==> config.mk <==
export PLATFORM = sky130hd
export DESIGN_NAME = trig_tx_arbiter
export DESIGN_NICKNAME = d
export VERILOG_FILES = /design/src/rtl/trig_tx_arbiter.sv
export SDC_FILE = /design/constraint.sdc
export NUM_CORES = 1
export LEC_CHECK = 0
export ABC_AREA = 0
export BUFFER_PORTS_ARGS = -buffer_cell sky130_fd_sc_hd__buf_2
export CAP_MARGIN = 20
export CORE_AREA = 2 2 141 143
export CTS_BUF_LIST = sky130_fd_sc_hd__clkbuf_4
export CTS_CLUSTER_SIZE = 24
export DETAILED_ROUTE_END_ITERATION = 10
export DIE_AREA = 0 0 143 145
export PLACE_DENSITY = 0.73
export RECOVER_POWER = 50
export REMOVE_ABC_BUFFERS = 1
export SYNTH_ARGS = -nofsm -noshare
export SYNTH_HDL_FRONTEND = slang
export SYNTH_SLANG_ARGS = --single-unit
==> constraint.sdc <==
create_clock -name clk_sys_i -period 2 [get_ports clk_sys_i]
set_input_delay 0.4 -clock clk_sys_i [delete_from_list [all_inputs] [get_ports clk_sys_i]]
set_output_delay 0.4 -clock clk_sys_i [all_outputs]
set_load 0.03 [all_outputs]
==> src/rtl/trig_tx_arbiter.sv <==
// rtl/trig_tx_arbiter.sv - round-robin arbiter and 16-bit framer for the shared trigger TX path
//
// Purpose:
//   Several trigger TX channels share one fabric transmit path. Each channel
//   offers a timestamped trigger (ID, TAI seconds, 8 ns cycles). In IDLE the
//   arbiter grants one channel round-robin. It accepts the message in a
//   one-cycle ACCEPT state and then sends it as a framed stream of 16-bit
//   words. After each frame it holds the stream quiet for g_ifg cycles.
//
// Ports:
//   clk_sys_i        system clock
//   rst_n_i          asynchronous active-low reset
//   enable_i         arbitration enable (gates new grants only)
//   req_valid_i      per-channel message valid
//   req_ready_o      per-channel accept strobe (one cycle, one-hot)
//   req_id_i         16-bit trigger ID per channel
//   req_tai_i        32-bit TAI seconds per channel
//   req_cycles_i     28-bit cycle count per channel
//   src_dat_o        stream data word
//   src_valid_o      stream word valid
//   src_sop_o        first word of frame
//   src_eop_o        last word of frame
//   src_ready_i      sink ready
//   busy_o           arbiter not in IDLE
//   frames_sent_o    completed frame count (wraps)
//   seq_o            next sequence value (TRIG_ARB_SEQ_EN only)
//
// Build option:
//   TRIG_ARB_SEQ_EN  appends a 16-bit sequence word after the cycles word
//                    and adds the seq_o port.

module trig_tx_arbiter #(
  parameter int g_num_channels = 4,
  parameter int g_ifg          = 2
) (
  input  logic                          clk_sys_i,
  input  logic                          rst_n_i,
  input  logic                          enable_i,
  input  logic [g_num_channels-1:0]     req_valid_i,
  output logic [g_num_channels-1:0]     req_ready_o,
  input  logic [16*g_num_channels-1:0]  req_id_i,
  input  logic [32*g_num_channels-1:0]  req_tai_i,
  input  logic [28*g_num_channels-1:0]  req_cycles_i,
  output logic [15:0]                   src_dat_o,
  output logic                          src_valid_o,
  output logic                          src_sop_o,
  output logic                          src_eop_o,
  input  logic                          src_ready_i,
  output logic                          busy_o,
  output logic [31:0]                   frames_sent_o
`ifdef TRIG_ARB_SEQ_EN
  ,
  output logic [15:0]                   seq_o
`endif
);

  // Channel index width; kept at least 1 bit so a single-channel build works.
  localparam int c_iw = (g_num_channels > 1) ? $clog2(g_num_channels) : 1;

`ifdef TRIG_ARB_SEQ_EN
  localparam int c_words = 6;
`else
  localparam int c_words = 5;
`endif
  localparam int c_fw = 16 * c_words;

  typedef enum logic [1:0] {
    S_IDLE,
    S_ACCEPT,
    S_SEND,
    S_GAP
  } state_t;

  state_t                    state_q;
  logic [c_iw-1:0]           rr_q;
  logic [c_iw-1:0]           grant_q;
  logic [g_num_channels-1:0] ready_q;
  logic [c_fw-1:0]           frame_q;
  logic [2:0]                idx_q;
  logic                      valid_q;
  logic                      sop_q;
  logic                      eop_q;
  logic [3:0]                gap_q;
  logic [31:0]               frames_q;
`ifdef TRIG_ARB_SEQ_EN
  logic [15:0]               seq_q;
`endif

  logic [c_iw-1:0]           grant_d;
  logic [g_num_channels-1:0] ready_d;
  logic [c_fw-1:0]           frame_d;
  logic [15:0]               sel_id;
  logic [31:0]               sel_tai;
  logic [27:0]               sel_cyc;

  // Round-robin pick: the lowest requesting index above rr_q wins. If there
  // is none, the search wraps to the lowest requesting index overall. The
  // loop runs downwards, so the last match seen is the lowest index.
  logic            hi_found;
  logic [c_iw-1:0] hi_idx;
  logic [c_iw-1:0] lo_idx;

  always_comb begin
    hi_found = 1'b0;
    hi_idx   = '0;
    lo_idx   = '0;
    for (int k = g_num_channels - 1; k >= 0; k--) begin
      if (req_valid_i[k]) begin
        lo_idx = c_iw'(k);
        if (k > int'(rr_q)) begin
          hi_found = 1'b1;
          hi_idx   = c_iw'(k);
        end
      end
    end
    grant_d = hi_found ? hi_idx : lo_idx;
  end

  always_comb begin
    ready_d = '0;
    for (int k = 0; k < g_num_channels; k++) begin
      ready_d[k] = (grant_d == c_iw'(k));
    end
  end

  // Message fields of the granted channel, captured at the end of ACCEPT.
  always_comb begin
    sel_id  = '0;
    sel_tai = '0;
    sel_cyc = '0;
    for (int k = 0; k < g_num_channels; k++) begin
      if (grant_q == c_iw'(k)) begin
        sel_id  = req_id_i[16*k +: 16];
        sel_tai = req_tai_i[32*k +: 32];
        sel_cyc = req_cycles_i[28*k +: 28];
      end
    end
  end

  // The whole frame is held in a shift register with w0 in the top 16 bits.
  // Each accepted word shifts in zeros, so the data bus reads 0 between frames.
`ifdef TRIG_ARB_SEQ_EN
  assign frame_d = {sel_id, sel_tai, 4'h0, sel_cyc, seq_q};
`else
  assign frame_d = {sel_id, sel_tai, 4'h0, sel_cyc};
`endif

  always_ff @(posedge clk_sys_i or negedge rst_n_i) begin
    if (!rst_n_i) begin
      state_q  <= S_IDLE;
      rr_q     <= c_iw'(g_num_channels - 1);
      grant_q  <= '0;
      ready_q  <= '0;
      frame_q  <= '0;
      idx_q    <= '0;
      valid_q  <= 1'b0;
      sop_q    <= 1'b0;
      eop_q    <= 1'b0;
      gap_q    <= '0;
      frames_q <= '0;
`ifdef TRIG_ARB_SEQ_EN
      seq_q    <= '0;
`endif
    end else begin
      case (state_q)
        S_IDLE: begin
          if (enable_i && (|req_valid_i)) begin
            grant_q <= grant_d;
            rr_q    <= grant_d;
            ready_q <= ready_d;
            state_q <= S_ACCEPT;
          end
        end

        S_ACCEPT: begin
          // The requester holds its data through this cycle. The capture
          // does not depend on its valid bit.
          ready_q <= '0;
          frame_q <= frame_d;
          idx_q   <= '0;
          valid_q <= 1'b1;
          sop_q   <= 1'b1;
          eop_q   <= 1'b0;
          state_q <= S_SEND;
        end

        S_SEND: begin
          if (src_ready_i) begin
            frame_q <= frame_q << 16;
            sop_q   <= 1'b0;
            if (idx_q == 3'(c_words - 1)) begin
              valid_q  <= 1'b0;
              eop_q    <= 1'b0;
              frames_q <= frames_q + 32'd1;
`ifdef TRIG_ARB_SEQ_EN
              seq_q    <= seq_q + 16'd1;
`endif
              if (g_ifg > 0) begin
                gap_q   <= 4'(g_ifg - 1);
                state_q <= S_GAP;
              end else begin
                state_q <= S_IDLE;
              end
            end else begin
              idx_q <= idx_q + 3'd1;
              eop_q <= (idx_q == 3'(c_words - 2));
            end
          end
        end

        S_GAP: begin
          if (gap_q == 4'd0) begin
            state_q <= S_IDLE;
          end else begin
            gap_q <= gap_q - 4'd1;
          end
        end

        default: state_q <= S_IDLE;
      endcase
    end
  end

  assign req_ready_o   = ready_q;
  assign src_dat_o     = frame_q[c_fw-1 -: 16];
  assign src_valid_o   = valid_q;
  assign src_sop_o     = sop_q;
  assign src_eop_o     = eop_q;
  assign busy_o        = (state_q != S_IDLE);
  assign frames_sent_o = frames_q;
`ifdef TRIG_ARB_SEQ_EN
  assign seq_o         = seq_q;
`endif

endmodule

Yosys cells after proc, flatten, opt, wreduce, memory -nomap -nowiden
Cells that the tools add are included.
W data, S select, Z words.
{"block": "totals", "register_bits": 132, "rom_bits": 0, "mem_count": 0, "wordCells": 105, "latch_bits": 0, "inputBits": 312, "ram_bits": 0}
{"block": "op_classes", "n_lt_le_gt_ge": 3, "n_eq_ne": 17, "bitwise": 0, "n_mul": 0, "shifts": 0, "add_sub_neg": 3, "reduce_logical": 18, "n_div": 0, "muxes": 53}
{"cell": "$pmux W80 S2", "count": 1}
{"cell": "$mux W32", "count": 4}
{"cell": "$mux W28", "count": 4}
{"cell": "$mux W80", "count": 1}
{"cell": "$mux W16", "count": 4}
{"cell": "$add A32 B1 Y32 const B", "count": 1}
{"cell": "$mux W2", "count": 15}
{"cell": "$mux W4", "count": 4}
{"cell": "$pmux W4 S2", "count": 2}
{"cell": "$eq A2 B2 Y1 const B", "count": 6}
{"cell": "$ne A2 B2 Y1 const B", "count": 6}
{"cell": "$mux W1", "count": 11}
{"cell": "$reduce_and A3 Y1", "count": 3}
{"cell": "$pmux W2 S4", "count": 1}
{"cell": "$reduce_and A4 Y1", "count": 2}
{"cell": "$reduce_bool A2 Y1", "count": 4}
{"cell": "$eq A2 B1 Y1 const B", "count": 3}
{"cell": "$logic_not A2 Y1", "count": 3}
{"cell": "$mux W3", "count": 2}
{"cell": "$pmux W1 S2", "count": 3}
{"cell": "$pmux W3 S2", "count": 1}
{"cell": "$reduce_and A2 Y1", "count": 3}
{"cell": "$gt A2 B2 Y1 const A", "count": 2}
{"cell": "$logic_not A4 Y1", "count": 1}
{"cell": "other kinds (7)", "count": 7}

Longest topological paths before layout
{"block": "logic_depth", "word_depth": 11, "depth_mapped": 9, "depth_no_buf": 6}

Worst setup path after synthesis
OpenSTA, ideal clock, no wires.
{"block": "synth_path", "kind": "flip-flop to flip-flop", "start": "register frames_q[0], in the netlist frames_sent_o[0]", "end": "register frames_q[24], in the netlist frames_sent_o[24]", "stages_incl_launch_ff": 7, "t_required_ns": 1.865, "arrival_time_ns": 1.609, "setup_slack_ns": 0.256, "n_path_buf": 1, "cell_sequence": "dfrtp_1 -> ha_1 -> nand3_1 -> nor2_1 -> clkbuf_1 -> nand4_1 -> xnor2_1"}
{"block": "synth_between", "elab_chain_len": 1}
{"element": "from (decl)", "line_no": "84", "source": "logic [31:0] frames_q;"}
{"element": "from (signal assigned)", "line_no": "194", "source": "frames_q <= frames_q + 32'd1;"}
{"element": "$add A32 B1 Y32", "line_no": "194"}
Every way passes these cells.
A chain may end at the register's enable or synchronous reset.

Worst setup path in the final report
{"block": "layout_path", "start": "register state_q[0]", "end": "output busy_o"}
{"block": "layout_between", "elab_chain_len": 1}
{"element": "from (decl)", "line_no": "74", "source": "state_t state_q;"}
{"element": "from (signal assigned)", "line_no": "150", "source": "state_q <= S_IDLE;"}
{"element": "from (signal assigned)", "line_no": "171", "source": "state_q <= S_ACCEPT;"}
{"element": "from (signal assigned)", "line_no": "184", "source": "state_q <= S_SEND;"}
{"element": "$reduce_bool A2 Y1", "line_no": "229", "source": "assign busy_o = (state_q != S_IDLE);"}
{"element": "to (decl)", "line_no": "49", "source": "output logic busy_o,"}
Every way passes these cells.

==> results.toml <==
[status]
outcome = "complete, no violations"

[route]
avgViaCountPerCell = 5.35
first_iter_violations = 350
drtAntennaViolNets = 0
finalWirelength_um = 22400
first_pass_iters = 8
wl_per_cell_um = 17.4
dr_total_vias = 6881
drc = 0

[synthesis]
synth.distinct_cells = 53
synth_edf_count = 0
ys_ff_latch = 132
yosysWarnings = 0
async_flop_share = 1.00
synth_area_mm2 = 0.00776
synth.top_cells.by_count = "nand2_1 (143), dfrtp_1 (130), mux4_2 (76), a22oi_1 (60), xnor2_1 (29)"
synth_ff_type = "dfrtp_1"
netlist.area_leader.share = 0.419
synth_area_per_cell_um2 = 11.8
yosysSeqAreaShare = 0.426
synth_cells = 659
yosysTopAreaCell = "dfrtp_1"
synth.area.top_cells = "dfrtp_1 (42%), mux4_2 (22%), nand2_1 (6.9%)"
synth_most_common_cell = "nand2_1"

[worst_setup_path]
path_class = "reg -> out"
cpLargestDelayFamily = "flip-flops"
crit_path_cell_trace = "inv_1, ha_4, inv_1, buf_4"
worst_path_max_delay_cell = "dfrtp_1"
worstSetupEndpointType = "output port"
crit_buf_inv = 3
cp.required_ps = 1600
critPathMaxStageDelay_ps = 400
start_kind = "flip-flop"
cpMostUsedCell = "inv_1"
cp_max_fo = 4
critPathArrivalTime_ps = 1460

[pwr]
ir_worst_vdd_v = 0.000781
p_sw_mw = 5.19
power-per-cell-area_mw_per_mm2 = 1300
p_clk_frac = 0.171
p_leak_nw = 5.07
power_mw = 13.4
seq_power_share = 0.326
combPwrFrac = 0.503
intPower_mw = 8.20
switching_share = 0.388

[finish]
post-route-util = 0.535
fillers = 1713
final_area_mm2 = 0.0103
fin_nets = 1328
drive_above_1_share = 0.485
syn_to_final_growth_pct = 32.5

[placed_design]
preCtsSetupSlack_ps = 44.1
detailed_place.area_mm2 = 0.00992
port_buffers = 367
gp_routability_congestion = 0.859
hpwl_um = 17300

[clocking]
cts_buffers = 17
cts_buffer_depth = 2
clk_latency_ps = 550
cts_max_level = 4
cts_sinks = 132
tritoncts = "yes"
cts.clk_slew.worst_paths_ps = 110
root_buffer = "clkbuf_4"

[timing]
slew_violations = 0
rsz0062_at_grt = "no"
skew_ps = 19.0
setup_slack_ps = 142
worstMarginPinSlew_ps = 1310
fin_crit_ps = 1860
max-slew-margin-rel = 0.125
timing.fmax_mhz = 538
timing.hold.ws_ps = 247
setup_viol = 0
finalHoldViolCount = 0
period_share = 0.929

[grt]
grt-ovfl-total = 0
grt_max_degree = 65
grt_pass1_wl_um = 35700
grt_pass1_vias = 7136
groute.usage.overall = 0.221
antenna_found_initial = 4

[floorplan]
rows = 51
core_area_mm2 = 0.0192
dieArea_mm2 = 0.0207
num_io_pins = 368
dieHeight_um = 145
start_util = 0.404
die_w_um = 143

[job]
drv_cap = 0

[min_path]
hold_class = "in -> reg"
-- power by group through the flow --
stage / Clock, mW / Combinational, mW / Sequential (mW)
2_1_floorplan: 0 / 3.78 / 4.95
3_3_place_gp: 0 / 6.67 / 4.39
3_5_place_dp: 0 / 6.82 / 4.40
4_1_cts: 2.36 / 6.84 / 4.37
5_1_grt: 2.46 / 7.40 / 4.50
6_report: 2.29 / 6.74 / 4.37
-- layout by cell type, fill, tap and decap left out, drive strengths merged, types with 3 or more instances in the layout --
cell,count
buf,368
nand2,143
dfrtp,130
mux4,76
a22oi,60
clkbuf,42
xnor2,29
a22o,23
nand4,18
nand3,17
nor2,14
inv,11
ha,9
o21ai,7
nor3,7
and3,6
bufinv,6
and2,6
nand2b,4
a21o,4
clkinv,4
a21oi,3
mux2,3
-- registers in the layout, summed over array words and instances, names as in the netlist --
register and cells:
frames_sent_o 32, gap_q 4, idx_q 3, grant_q 2, src_valid_o 1, rr_q 2, src_sop_o 1, src_eop_o 1
state_q 2, frame_q 80, req_ready_o 4
-- timing repair --
item,in CTS,in global routing
setup endpoints to repair,1,13
hold buffers,1,0
pin swaps,0,1
gates resized for setup,2,2
hold endpoints to repair,44,0
setup buffers,0,1
-- layout make-up --
| type | instances | area, um^2 | share of cell area |
|---|---|---|---|
| Antenna cell | 2 | 5.00 | 0.000487 |
| Inverter | 10 | 37.5 | 0.00365 |
| Tap cell | 265 | 332 | 0.0322 |
| Timing Repair Buffer | 392 | 2150 | 0.209 |
| Clock buffer | 19 | 143 | 0.0139 |
| Sequential cell | 132 | 3310 | 0.322 |
| Clock inverter | 13 | 230 | 0.0224 |
| Multi-Input combinational cell | 454 | 4080 | 0.397 |
-- routing by layer --
layer	up-vias	routed length [um]	global-route usage
li1	3171	-	-
met1	3368	8520	0.267
met2	294	11600	0.376
met3	44	1630	0.0554
met4	4	620	0.0881
met5	-	27	0
-- cell families (layout without fill, tap and decap cells) --
kind of cell / after synthesis / in the layout / synth area share
buffers and inverters: 73 / 434 / 0.0514
flip-flops: 132 / 132 / 0.426
AND/OR/NAND/NOR: 225 / 225 / 0.139
other: 0 / 2 / 0
multiplexers: 80 / 80 / 0.226
XOR/XNOR: 31 / 31 / 0.0350
AO/OA/AOI/OAI: 109 / 109 / 0.108
adder cells (fa/ha/maj): 9 / 9 / 0.0145
-- tightest hold or removal path, cell delays in order --
cell       delay, ps
buf_2            100
o41ai_2           60
nor3_1            60
nand2_1           60
o2bb2ai_1         70
-- through the flow --
| step | cells | setup TNS [ps] |
|---|---|---|
| global route | 1287 | 0 |
| floorplan | 596 | -278980 |
| detailed placement | 1251 | 0 |
| global placement | 1251 | 0 |
| CTS | 1284 | 0 |
| finish | 1287 | 0 |
-- final timing paths --
path,startpoint,endpoint,slack [ps],cells past startpoint
min reg2reg,frames_sent_o[31]$_DFFE_PN0P_,frames_sent_o[31]$_DFFE_PN0P_,480,1
max in group asynchronous,rst_n_i,frames_sent_o[7]$_DFFE_PN0P_,260,3
max,state_q[0]$_DFFE_PN0P_,busy_o,140,4
min in group asynchronous,rst_n_i,frames_sent_o[0]$_DFFE_PN0P_,680,2
max reg2reg,gap_q[0]$_DFFE_PN0P_,state_q[1]$_DFFE_PN0P_,160,6
min,enable_i,req_ready_o[0]$_DFFE_PN0P_,250,5
Power figures use the tool's default switching activity.
